File: config.mk
export PLATFORM = sky130hd
export DESIGN_NAME = wb_writeback_unit
export DESIGN_NICKNAME = d
export VERILOG_FILES = /design/src/rtl/wb_writeback_unit.sv
export SDC_FILE = /design/constraint.sdc
export NUM_CORES = 1
export LEC_CHECK = 0
export ABC_AREA = 1
export CORE_MARGIN = 8
export CORE_UTILIZATION = 49
export DETAILED_ROUTE_END_ITERATION = 7
export GPL_ROUTABILITY_DRIVEN = 0
export PLACE_DENSITY_LB_ADDON = 0.15
export SETUP_SLACK_MARGIN = 0.1
export SLEW_MARGIN = 5
export SYNTH_ARGS = -nofsm -noshare
export SYNTH_HDL_FRONTEND = slang
export SYNTH_SLANG_ARGS = --single-unit
File: constraint.sdc
create_clock -name clock -period 1.85 [get_ports clock]
set_input_delay 0.185 -clock clock [delete_from_list [all_inputs] [get_ports clock]]
set_output_delay 0.185 -clock clock [all_outputs]
set_load 0.02 [all_outputs]
File: src/rtl/wb_writeback_unit.sv
// Writeback stage: accepts retiring instructions from MEM, waits for load
// data, formats it, and issues one registered register-file write per
// retirement while counting retired instructions.
module wb_writeback_unit #(
  parameter int INSTRET_W = 64,
  parameter int XLEN      = 32
) (
  input  logic                 clock,
  input  logic                 reset,
  input  logic                 mem_valid,
  output logic                 mem_ready,
  input  logic                 mem_reg_write,
  input  logic [4:0]           mem_rd,
  input  logic                 mem_is_load,
  input  logic [2:0]           mem_funct3,
  input  logic [1:0]           mem_addr_lo,
  input  logic [XLEN-1:0]      mem_result,
  input  logic                 dmem_rvalid,
  input  logic [XLEN-1:0]      dmem_rdata,
  output logic                 wEn,
  output logic [4:0]           write_sel,
  output logic [XLEN-1:0]      write_data,
  output logic [INSTRET_W-1:0] instret,
  output logic                 wb_err
);

  typedef enum logic {IDLE = 1'b0, WAIT_LOAD = 1'b1} state_e;

  state_e                state_q, state_d;
  logic                  wen_q, wen_d;
  logic [4:0]            sel_q, sel_d;
  logic [XLEN-1:0]       data_q, data_d;
  logic [INSTRET_W-1:0]  instret_q, instret_d;
  logic                  err_q, err_d;
  // Load context captured at acceptance, used when the read data returns
  logic [4:0]            ld_rd_q, ld_rd_d;
  logic                  ld_rw_q, ld_rw_d;
  logic [2:0]            ld_f3_q, ld_f3_d;
  logic [1:0]            ld_lo_q, ld_lo_d;

  logic [7:0]            ld_byte;
  logic [15:0]           ld_half;
  logic [XLEN-1:0]       ld_data;
  logic                  ld_err;

  localparam logic [INSTRET_W-1:0] INSTRET_ONE = {{(INSTRET_W-1){1'b0}}, 1'b1};

  assign mem_ready  = (state_q == IDLE);
  assign wEn        = wen_q;
  assign write_sel  = sel_q;
  assign write_data = data_q;
  assign instret    = instret_q;
  assign wb_err     = err_q;

  // Align and extend the returning load word using the captured context
  always_comb begin
    ld_byte = dmem_rdata[{ld_lo_q, 3'b000} +: 8];
    ld_half = dmem_rdata[{ld_lo_q[1], 4'b0000} +: 16];
    ld_data = '0;
    ld_err  = 1'b0;
    case (ld_f3_q)
      3'b000: ld_data = {{(XLEN-8){ld_byte[7]}}, ld_byte};
      3'b100: ld_data = {{(XLEN-8){1'b0}}, ld_byte};
      3'b001: begin
        ld_data = {{(XLEN-16){ld_half[15]}}, ld_half};
        ld_err  = ld_lo_q[0];
      end
      3'b101: begin
        ld_data = {{(XLEN-16){1'b0}}, ld_half};
        ld_err  = ld_lo_q[0];
      end
      3'b010:  ld_data = dmem_rdata;
      default: ld_err  = 1'b1;
    endcase
  end

  // Next-state: accept in IDLE, retire non-loads at once, loads on rvalid
  always_comb begin
    state_d   = state_q;
    wen_d     = 1'b0;
    sel_d     = sel_q;
    data_d    = data_q;
    instret_d = instret_q;
    err_d     = err_q;
    ld_rd_d   = ld_rd_q;
    ld_rw_d   = ld_rw_q;
    ld_f3_d   = ld_f3_q;
    ld_lo_d   = ld_lo_q;
    case (state_q)
      IDLE: begin
        // Read data with no outstanding load is a protocol error
        if (dmem_rvalid) err_d = 1'b1;
        if (mem_valid) begin
          if (mem_is_load) begin
            ld_rd_d = mem_rd;
            ld_rw_d = mem_reg_write;
            ld_f3_d = mem_funct3;
            ld_lo_d = mem_addr_lo;
            state_d = WAIT_LOAD;
          end else begin
            wen_d     = mem_reg_write & (mem_rd != 5'd0);
            sel_d     = mem_rd;
            data_d    = mem_result;
            instret_d = instret_q + INSTRET_ONE;
          end
        end
      end
      WAIT_LOAD: begin
        if (dmem_rvalid) begin
          wen_d     = ld_rw_q & (ld_rd_q != 5'd0);
          sel_d     = ld_rd_q;
          data_d    = ld_data;
          instret_d = instret_q + INSTRET_ONE;
          if (ld_err) err_d = 1'b1;
          state_d   = IDLE;
        end
      end
      default: state_d = IDLE;
    endcase
  end

  // State and output registers with synchronous reset
  always_ff @(posedge clock) begin
    if (reset) begin
      state_q   <= IDLE;
      wen_q     <= 1'b0;
      sel_q     <= '0;
      data_q    <= '0;
      instret_q <= '0;
      err_q     <= 1'b0;
      ld_rd_q   <= '0;
      ld_rw_q   <= 1'b0;
      ld_f3_q   <= '0;
      ld_lo_q   <= '0;
    end else begin
      state_q   <= state_d;
      wen_q     <= wen_d;
      sel_q     <= sel_d;
      data_q    <= data_d;
      instret_q <= instret_d;
      err_q     <= err_d;
      ld_rd_q   <= ld_rd_d;
      ld_rw_q   <= ld_rw_d;
      ld_f3_q   <= ld_f3_d;
      ld_lo_q   <= ld_lo_d;
    end
  end

endmodule

# Word level (Yosys, flattened, before mapping)
# Cells that the tools add are included.
# word_totals
ff_bits,115
inputBits,80
output_inout_bits,104
elab_cells,59
# classes
n_addsub,1
eq_ne,9
n_shift,2
n_mux,26
bitwise_logic,3
n_reduce_logical,8
# op_table
op,n
two-way mux 64 bit,3
one-hot mux 32 bit (5 select lines),1
one-hot mux 64 bit (2 select lines),1
two-way mux 32 bit,3
"adder 64 x 1 -> 64 bit, second input constant",1
one-hot mux 32 bit (2 select lines),1
indexed part select 32 x 6 -> 16 bit,1
indexed part select 32 x 6 -> 8 bit,1
two-way mux 5 bit,3
one-hot mux 5 bit (2 select lines),1
nonzero test 5 bit,2
two-way mux 1 bit,9
AND reduction 3 bit,3
one-hot mux 1 bit (2 select lines),4
"== test 3 bit, second input constant",2
"!= test 2 bit, second input constant",3
"!= test 2 x 1 -> 1 bit, second input constant",2
"== test 3 x 1 -> 1 bit, second input constant",1
"== test 3 x 2 -> 1 bit, second input constant",1
zero test 3 bit,1
OR reduction 3 bit,1
bitwise AND 1 bit,2
OR reduction 2 bit,1
NOT 1 bit,1

# Longest topological paths before layout
# Gate-level depths: netlist of run 1.
# logic_depth
ltp_word,6
ltp_mapped,11
ltp_nobuf,11

# Worst setup path after synthesis of run 1
# Ideal clock, no wire load.
# synth_timing
kind,register to register
from,reg instret_q[0] (netlist: instret[0])
to,reg instret_q[36] (netlist: instret[36])
setup_time_ps,128
arrival_time_ps,1658
required_ps,1722
path_slack_ps,64
path_stages_with_launch,11
path_buffers,0
period_less_slack_ps,1786
path_cell_list,dfxtp_1 > ha_1 > nand2_1 > nor2_4 > nand3_4 > nor2_1 > nand2_1 > nor2_1 > nand2_1 > o21ai_1 > nor2_1
# synth_between
elab_chain_len,4
elab_cells_between_ends,5
cone_classes,add/sub: 1; mux: 4
# synth_rtl
item,line,source
from (decl),33,"logic [INSTRET_W-1:0] instret_q, instret_d;"
from (signal assigned),140,instret_q <= instret_d;
adder 64 x 1 -> 64 bit (*),"104, 113",
two-way mux 64 bit,94,if (mem_is_load) begin
two-way mux 64 bit,93,if (mem_valid) begin
one-hot mux 64 bit (2 select lines) (*),89,case (state_q)
# Every way passes the cells marked *; elsewhere a longest branch is shown, timed or not. The select of a mux whose other input is x is not followed.
# A chain may end at the register's enable or synchronous reset.

# Worst setup path in the final report of run 1
# layout_timing
from,reg instret_q[49] (netlist: instret[49])
to,out instret[49]
# layout_rtl
item,line,source
to (decl),23,"output logic [INSTRET_W-1:0] instret,"
# No word-level cell between the ends.

==> impl_metrics.env, run 1 <==
export IMPL_status="completed"
export IMPL_max_stage_delay_ns=0.62
export IMPL_synth_seq_cells=115
export IMPL_cp_num_buf_inv=2
export IMPL_setup_worst_path_class="reg2out"
export IMPL_grt_util_met1_pct=31.69
export IMPL_seq_area_frac_synth_pct=35.09
export IMPL_num_vias=7848
export IMPL_synth_fp_nets=1120
export IMPL_core_area_sq_um=13140
export IMPL_cp_max_fo=5
export IMPL_finalNetCount=1343
export IMPL_syn_cell_area_sq_um=6560
export IMPL_grt_pass1_vias=7485
export IMPL_fmax_mhz=584.6
export IMPL_antenna_found_initial=0
export IMPL_cp_start_kind="flop"
export IMPL_worst_slew_pin_slew_ns=0.4480
export IMPL_utilization_pct=73.06
export IMPL_numClockSinks=115
export IMPL_h_tree_depth=4
export IMPL_route_final_wire_length_um=23680
export IMPL_dr_first_iter_drc_count=834
export IMPL_endpoint_kind="output pin"
export IMPL_power_mw=6.758
export IMPL_grt_max_degree=87
export IMPL_slew_headroom_pct=70.09
export IMPL_grt_setup_unrepaired="yes"
export IMPL_synthFlopType="dfxtp_1"
export IMPL_grt_pass1_wl_um=38090
export IMPL_hp_class="in2reg"
export IMPL_die_x_um=131.7
export IMPL_slew_violations=0
export IMPL_ir_drop_v=0.0006500
export IMPL_clk_latency_ns=0.42
export IMPL_tritoncts="yes"
export IMPL_clkTransAtPathRegs_ns=0.06
export IMPL_finalSetupViolations=0
export IMPL_min_period_ns=1.711
export IMPL_clockRootBuffer="clkbuf_16"
export IMPL_drv_cap=0
export IMPL_clock_path_buffers=2
export IMPL_fp_row_count=42
export IMPL_grtUsageTotal_pct=26.77
export IMPL_ys_warnings_count=0
export IMPL_port_buffers=183
export IMPL_p_leak_nw=3.960
export IMPL_num_io_pins=184
export IMPL_drive_gt1_share_pct=13.88
export IMPL_hold_slack_ns=0.3583
export IMPL_fillCellCount=1115
export IMPL_syn_area_per_cell_sq_um=6.314
export IMPL_fin_worst_skew_ns=0.006830
export IMPL_synth_edf_count=0
export IMPL_crit_chain="buf_4 > clkdlybuf4s50_1"
export IMPL_async_flop_share_pct=0
export IMPL_layout_setup_ws_ns=0.1395
export IMPL_grt_use_met2_pct=42.83
export IMPL_drc=0
export IMPL_fp_dieH_um=131.7
export IMPL_post_place_ws_ns=-0.08255
export IMPL_synthCells=1039
export IMPL_die_area_sq_um=17350
export IMPL_path_delay_family="buffers and inverters"
export IMPL_n_antenna_cell=0
export IMPL_ys_types=41
export IMPL_cp_required_ns=1.66
export IMPL_finalSetupTns_ns=0
export IMPL_fin_crit_sh_pct=92.46
export IMPL_busiest_layer="met2"
export IMPL_powerDensity_nw_per_um2=704.1
export IMPL_wl_per_cell_um=16.32
export IMPL_initial_core_util_pct=49.93
export IMPL_hpwlAfterDp_um=17480
export IMPL_worstPathArrival_ns=1.53
export IMPL_drtAntennaViolNets=0
export IMPL_hold_viol_final=0
export IMPL_viasPerCell=5.409
export IMPL_gr_total_overflow=0
export IMPL_met3_usage_pct=12.42
export IMPL_area_growth_pct=46.31
export IMPL_firstDrtPassIters=5
export IMPL_slowest_stage="clkdlybuf4s50_1"
export IMPL_cts_buffers=17
==> final timing paths <==
path | startpoint | end | slack, ns | cells after the start
setup reg to reg | instret[0] | instret[44] | 0.20 | 9
hold reg to reg | wb_err | wb_err | 0.46 | 2
setup / recovery | instret[49] | instret[49] | 0.14 | 2
hold / removal | mem_reg_write | ld_rw_q | 0.36 | 3
==> registers in the layout, indices dropped and copies added (netlist names) <==
name,cells
write_data,32
write_sel,5
wb_err,1
wEn,1
ld_lo_q,2
ld_rw_q,1
state_q,1
instret,64
ld_rd_q,5
ld_f3_q,3
==> cells in the mapped netlist, types with 3 or more instances <==
master	n	share of area (%)
nor2_1	142	8.1
buf_6	3	0.51
nand4_1	29	2.8
inv_1	91	5.2
a31oi_1	5	0.48
clkbuf_1	28	1.6
nor2_4	4	0.69
o21a_1	4	0.46
nor3_1	14	1.1
xor2_1	5	0.67
inv_2	7	0.40
dfxtp_1	115	35
buf_2	5	0.38
nor2_2	11	1.0
a21oi_1	98	7.5
nand2_2	8	0.76
or2_2	5	0.48
nand3_2	5	0.76
nand2_1	280	16
o211ai_1	8	0.92
o21ai_0	74	5.6
nand3_1	73	5.6
==> layer usage <==
metal | share of wire [%] | routed length, um
met5 | 0 | 0
met4 | 1.7 | 399
met3 | 12 | 2766
met2 | 46 | 11010
met1 | 40 | 9501
==> layout by cell type (no fill, tap or decap), drive strengths merged, types with 30 or more instances in the layout <==
cell	netlist	layout
nand4	30	30
nand2	288	288
clkdlybuf4s50	0	166
dfxtp	115	115
inv	98	98
a21oi	98	98
buf	11	60
nor2	159	159
nand3	80	80
o21ai	76	76
==> worst reg2reg max path, cell delays in order (launching register included) <==
cell and delay, ns:
dfxtp_4 0.38, ha_4 0.16, nand2_4 0.05, nor2_4 0.15, nand3_4 0.17, nor3_1 0.33
nand3_1 0.11, nand2_1 0.10, nand2_1 0.06, nor2_1 0.08
==> power by group <==
group / leakage [nW] / internal [mW] / switching (mW) / total (mW)
logic: 2.74 / 0.477 / 0.568 / 1.05
registers: 0.947 / 2.57 / 0.0556 / 2.63
clock network: 0.271 / 1.93 / 1.15 / 3.08
total: 3.96 / 4.98 / 1.77 / 6.76
==> kinds of logic (layout without fill, tap and decap cells) <==
logic type,Yosys count,after routing,synth area share (%)
AO/OA/AOI/OAI,194,194,15.47
XOR/XNOR,7,7,0.9346
adder cells (fa/ha/maj),1,1,0.1907
buffers and inverters,138,374,8.392
flip-flops,115,115,35.09
AND/OR/NAND/NOR,584,584,39.92
==> per-stage QoR <==
| stage | instance area [sq um] | instances |
|---|---|---|
| 6_report | 9598 | 1451 |
| 5_1_grt | 9598 | 1451 |
| 4_1_cts | 9420 | 1444 |
| 3_5_place_dp | 8856 | 1410 |
| 3_3_place_gp | 8856 | 1410 |
| 2_1_floorplan | 6563 | 1039 |
==> cell type report <==
type | count | area [sq um] | share of cell area [%]
Tap cell | 176 | 220.2 | 2.294
Sequential cell | 115 | 2332 | 24.30
Multi-Input combinational cell | 786 | 3792 | 39.51
Inverter | 99 | 371.6 | 3.872
Timing Repair Buffer | 243 | 2325 | 24.22
Clock buffer | 22 | 474.2 | 4.941
Clock inverter | 10 | 82.58 | 0.8604
==> what timing repair did <==
action | in CTS | in global routing
pin swaps | 2 | 9
hold buffers | 0 | 0
gates resized for setup | 12 | 52
setup endpoints to repair | 20 | 68
buffers inserted | 2 | 7
No activity file was read; power rests on OpenSTA's default activity.
==> run 2: changes to the inputs <==
CORE_UTILIZATION = 35   (was 49)
==> run 2 against run 1 <==
  * Sequential power about the same
  * Setup slack about the same
  * Worst hold slack improved by 0.010 ns
  * First-iteration DRC count shrank 42%
  * Via count fell by 3.7%
  * Sequential share of layout area decreased by 0.40 points
  * Fmax about the same
  * Clock power hardly changed
  * Largest power group unchanged
==> impl_metrics.env, run 2 (synthesis results as in run 1) <==
export IMPL_status="completed"
export IMPL_regToRegSetupSlack_ns=0.14
export IMPL_top_layer="met4"
export IMPL_drtAntennaViolNets=0
export IMPL_rr_startpoint="state_q"
export IMPL_num_io_pins=184
export IMPL_worstPathArrival_ns=2.03
export IMPL_fin_worst_skew_ns=0.008862
export IMPL_post_place_ws_ns=-0.1681
export IMPL_slew_headroom_pct=72.99
export IMPL_fp_dieH_um=152.9
export IMPL_clkTransAtPathRegs_ns=0.06
export IMPL_setup_worst_path_class="reg2reg"
export IMPL_wl_met1_um=11030
export IMPL_hold_start="mem_reg_write"
export IMPL_max_stage_delay_ns=0.37
export IMPL_fin_area_sq_um=9807
export IMPL_min_period_ns=1.711
export IMPL_initial_core_util_pct=35.31
export IMPL_die_x_um=152.9
export IMPL_grtUsageTotal_pct=21.01
export IMPL_grt_pass1_vias=7312
export IMPL_r2r_end="instret[49]"
export IMPL_tritoncts="yes"
export IMPL_fmax_mhz=584.6
export IMPL_dr_first_iter_drc_count=483
export IMPL_layout_setup_ws_ns=0.1394
export IMPL_wl_per_cell_um=16.47
export IMPL_route_final_wire_length_um=24970
export IMPL_firstDrtPassIters=5
export IMPL_final_common_cell="nand2_1"
export IMPL_dr_wl_met2_um=11580
export IMPL_port_buffers=183
export IMPL_clock_path_buffers=2
export IMPL_grt_setup_unrepaired="yes"
export IMPL_cts_buffers=17
export IMPL_finalNetCount=1350
export IMPL_finalSetupViolations=0
export IMPL_met3_wirelength_um=1779
export IMPL_grt_max_degree=55
export IMPL_slew_violations=0
export IMPL_numClockSinks=115
export IMPL_worstHoldEndpoint="ld_rw_q"
export IMPL_place_area_sq_um=8969
export IMPL_largest_reg_flops=64
export IMPL_min_path_cells=3
export IMPL_powerDensity_nw_per_um2=691.2
export IMPL_drc=0
export IMPL_worst_slew_pin_slew_ns=0.4052
export IMPL_slowest_stage="dfxtp_2"
export IMPL_crit_chain="inv_4 > nand2_1 > nand2_2 > nor2_8 > nand4_1 > nor2_2 > nand3_1 > nand2_1 > nor2_1"
export IMPL_die_area_sq_um=23380
export IMPL_grt_pass1_wl_um=39700
export IMPL_endpoint_kind="flop"
export IMPL_area_growth_pct=49.49
export IMPL_hpwlAfterDp_um=18850
export IMPL_clk_latency_ns=0.42
export IMPL_layout_common_cells="nand2_1, clkdlybuf4s50_1, nor2_1"
export IMPL_gr_total_overflow=0
export IMPL_p_leak_nw=4.066
export IMPL_critical_path_most_common_cell="nand2_1"
export IMPL_cp_required_ns=2.17
export IMPL_cp_max_fo=9
export IMPL_antenna_found_initial=1
export IMPL_num_vias=7558
export IMPL_clockRootBuffer="clkbuf_16"
export IMPL_drive_gt1_share_pct=15.22
export IMPL_core_area_sq_um=18580
export IMPL_reg2reg_depth=9
export IMPL_finalSetupTns_ns=0
export IMPL_h_tree_depth=4
export IMPL_fin_crit_sh_pct=92.47
export IMPL_ir_drop_v=0.0007031
export IMPL_viasPerCell=4.985
export IMPL_cp_start_kind="flop"
export IMPL_power_mw=6.779
export IMPL_hp_class="in2reg"
export IMPL_drv_cap=0
export IMPL_fp_row_count=50
export IMPL_cts_hold_buf=0
export IMPL_hold_viol_final=0
==> run 2: changes by cell type in the layout (fill, tap and decap cells not counted), moves of 3 or more <==
cell             previous run  this run
clkdlybuf4s50_1           166       161
dlymetal6s2s_1              7        11
nor2_2                     20        16
dfxtp_2                    18        21
dfxtp_1                    95        90
nand3_1                    72        69
nor2_4                      7        12
buf_4                      57        63
==> run 2: worst max-delay path, delay by kind of cell (launching register included) <==
kind | cells | cell delay (ns)
buffers and inverters | 1 | 0.08
AND/OR/NAND/NOR | 8 | 1.15
flip-flops | 1 | 0.37
==> run 2: what timing repair did <==
action / in CTS / in global routing
setup endpoints to repair: 25 / 73
resized for setup: 19 / 75
buffers inserted: 2 / 7
pin swaps: 4 / 22
==> run 2: stage by stage <==
stage | hold slack (ns) | util, % | instances
finish | 0.3685 | 52.78 | 1516
global route | 0.3849 | 52.78 | 1516
CTS | 0.3471 | 51.37 | 1508
detailed placement | 0.4553 | 48.27 | 1475
global placement | 0.4516 | 48.27 | 1475
floorplan | 0.3342 | - | 1039
==> run 2: how the worst max path moves through the flow <==
stage                      startpoint     endpoint  slack [ns]
after floorplan            instret[0]  instret[36]        0.17
after global placement    dmem_rvalid  instret[49]       -0.13
after detailed placement  dmem_rvalid  instret[49]       -0.17
after CTS                 instret[36]  instret[36]        0.08
after global routing       instret[0]  instret[26]        0.07
final                         state_q  instret[49]        0.14
==> run 2: metal layers <==
layer  global-route usage, %  vias up
li1                        -     3863
met1                   25.76     3421
met2                   34.47      241
met3                   6.710       33
met4                   6.503        0
met5                       0        -
==> run 2: where the power goes <==
part           internal, mW  switching (mW)  leakage, nW
registers              2.57          0.0559        0.950
clock network          1.89            1.21        0.261
logic                 0.475           0.572         2.86
total                  4.94            1.84         4.07
==> run 2: final cells by class <==
class | instances | area, sq um
diodes | 1 | 2.502
well taps | 234 | 292.8
repair buffers | 250 | 2390
flip-flops and latches | 115 | 2344
inverters | 99 | 376.6
multi-input cells | 786 | 3856
fillers | 1867 | 8773
clock inverters | 10 | 85.08
clock buffers | 21 | 460.4
==> run 3: changes to the inputs <==
SLEW_MARGIN = 20   (was 5)
==> results of run 3 <==
Final layout, timing and power as in run 2 (identical DEF).
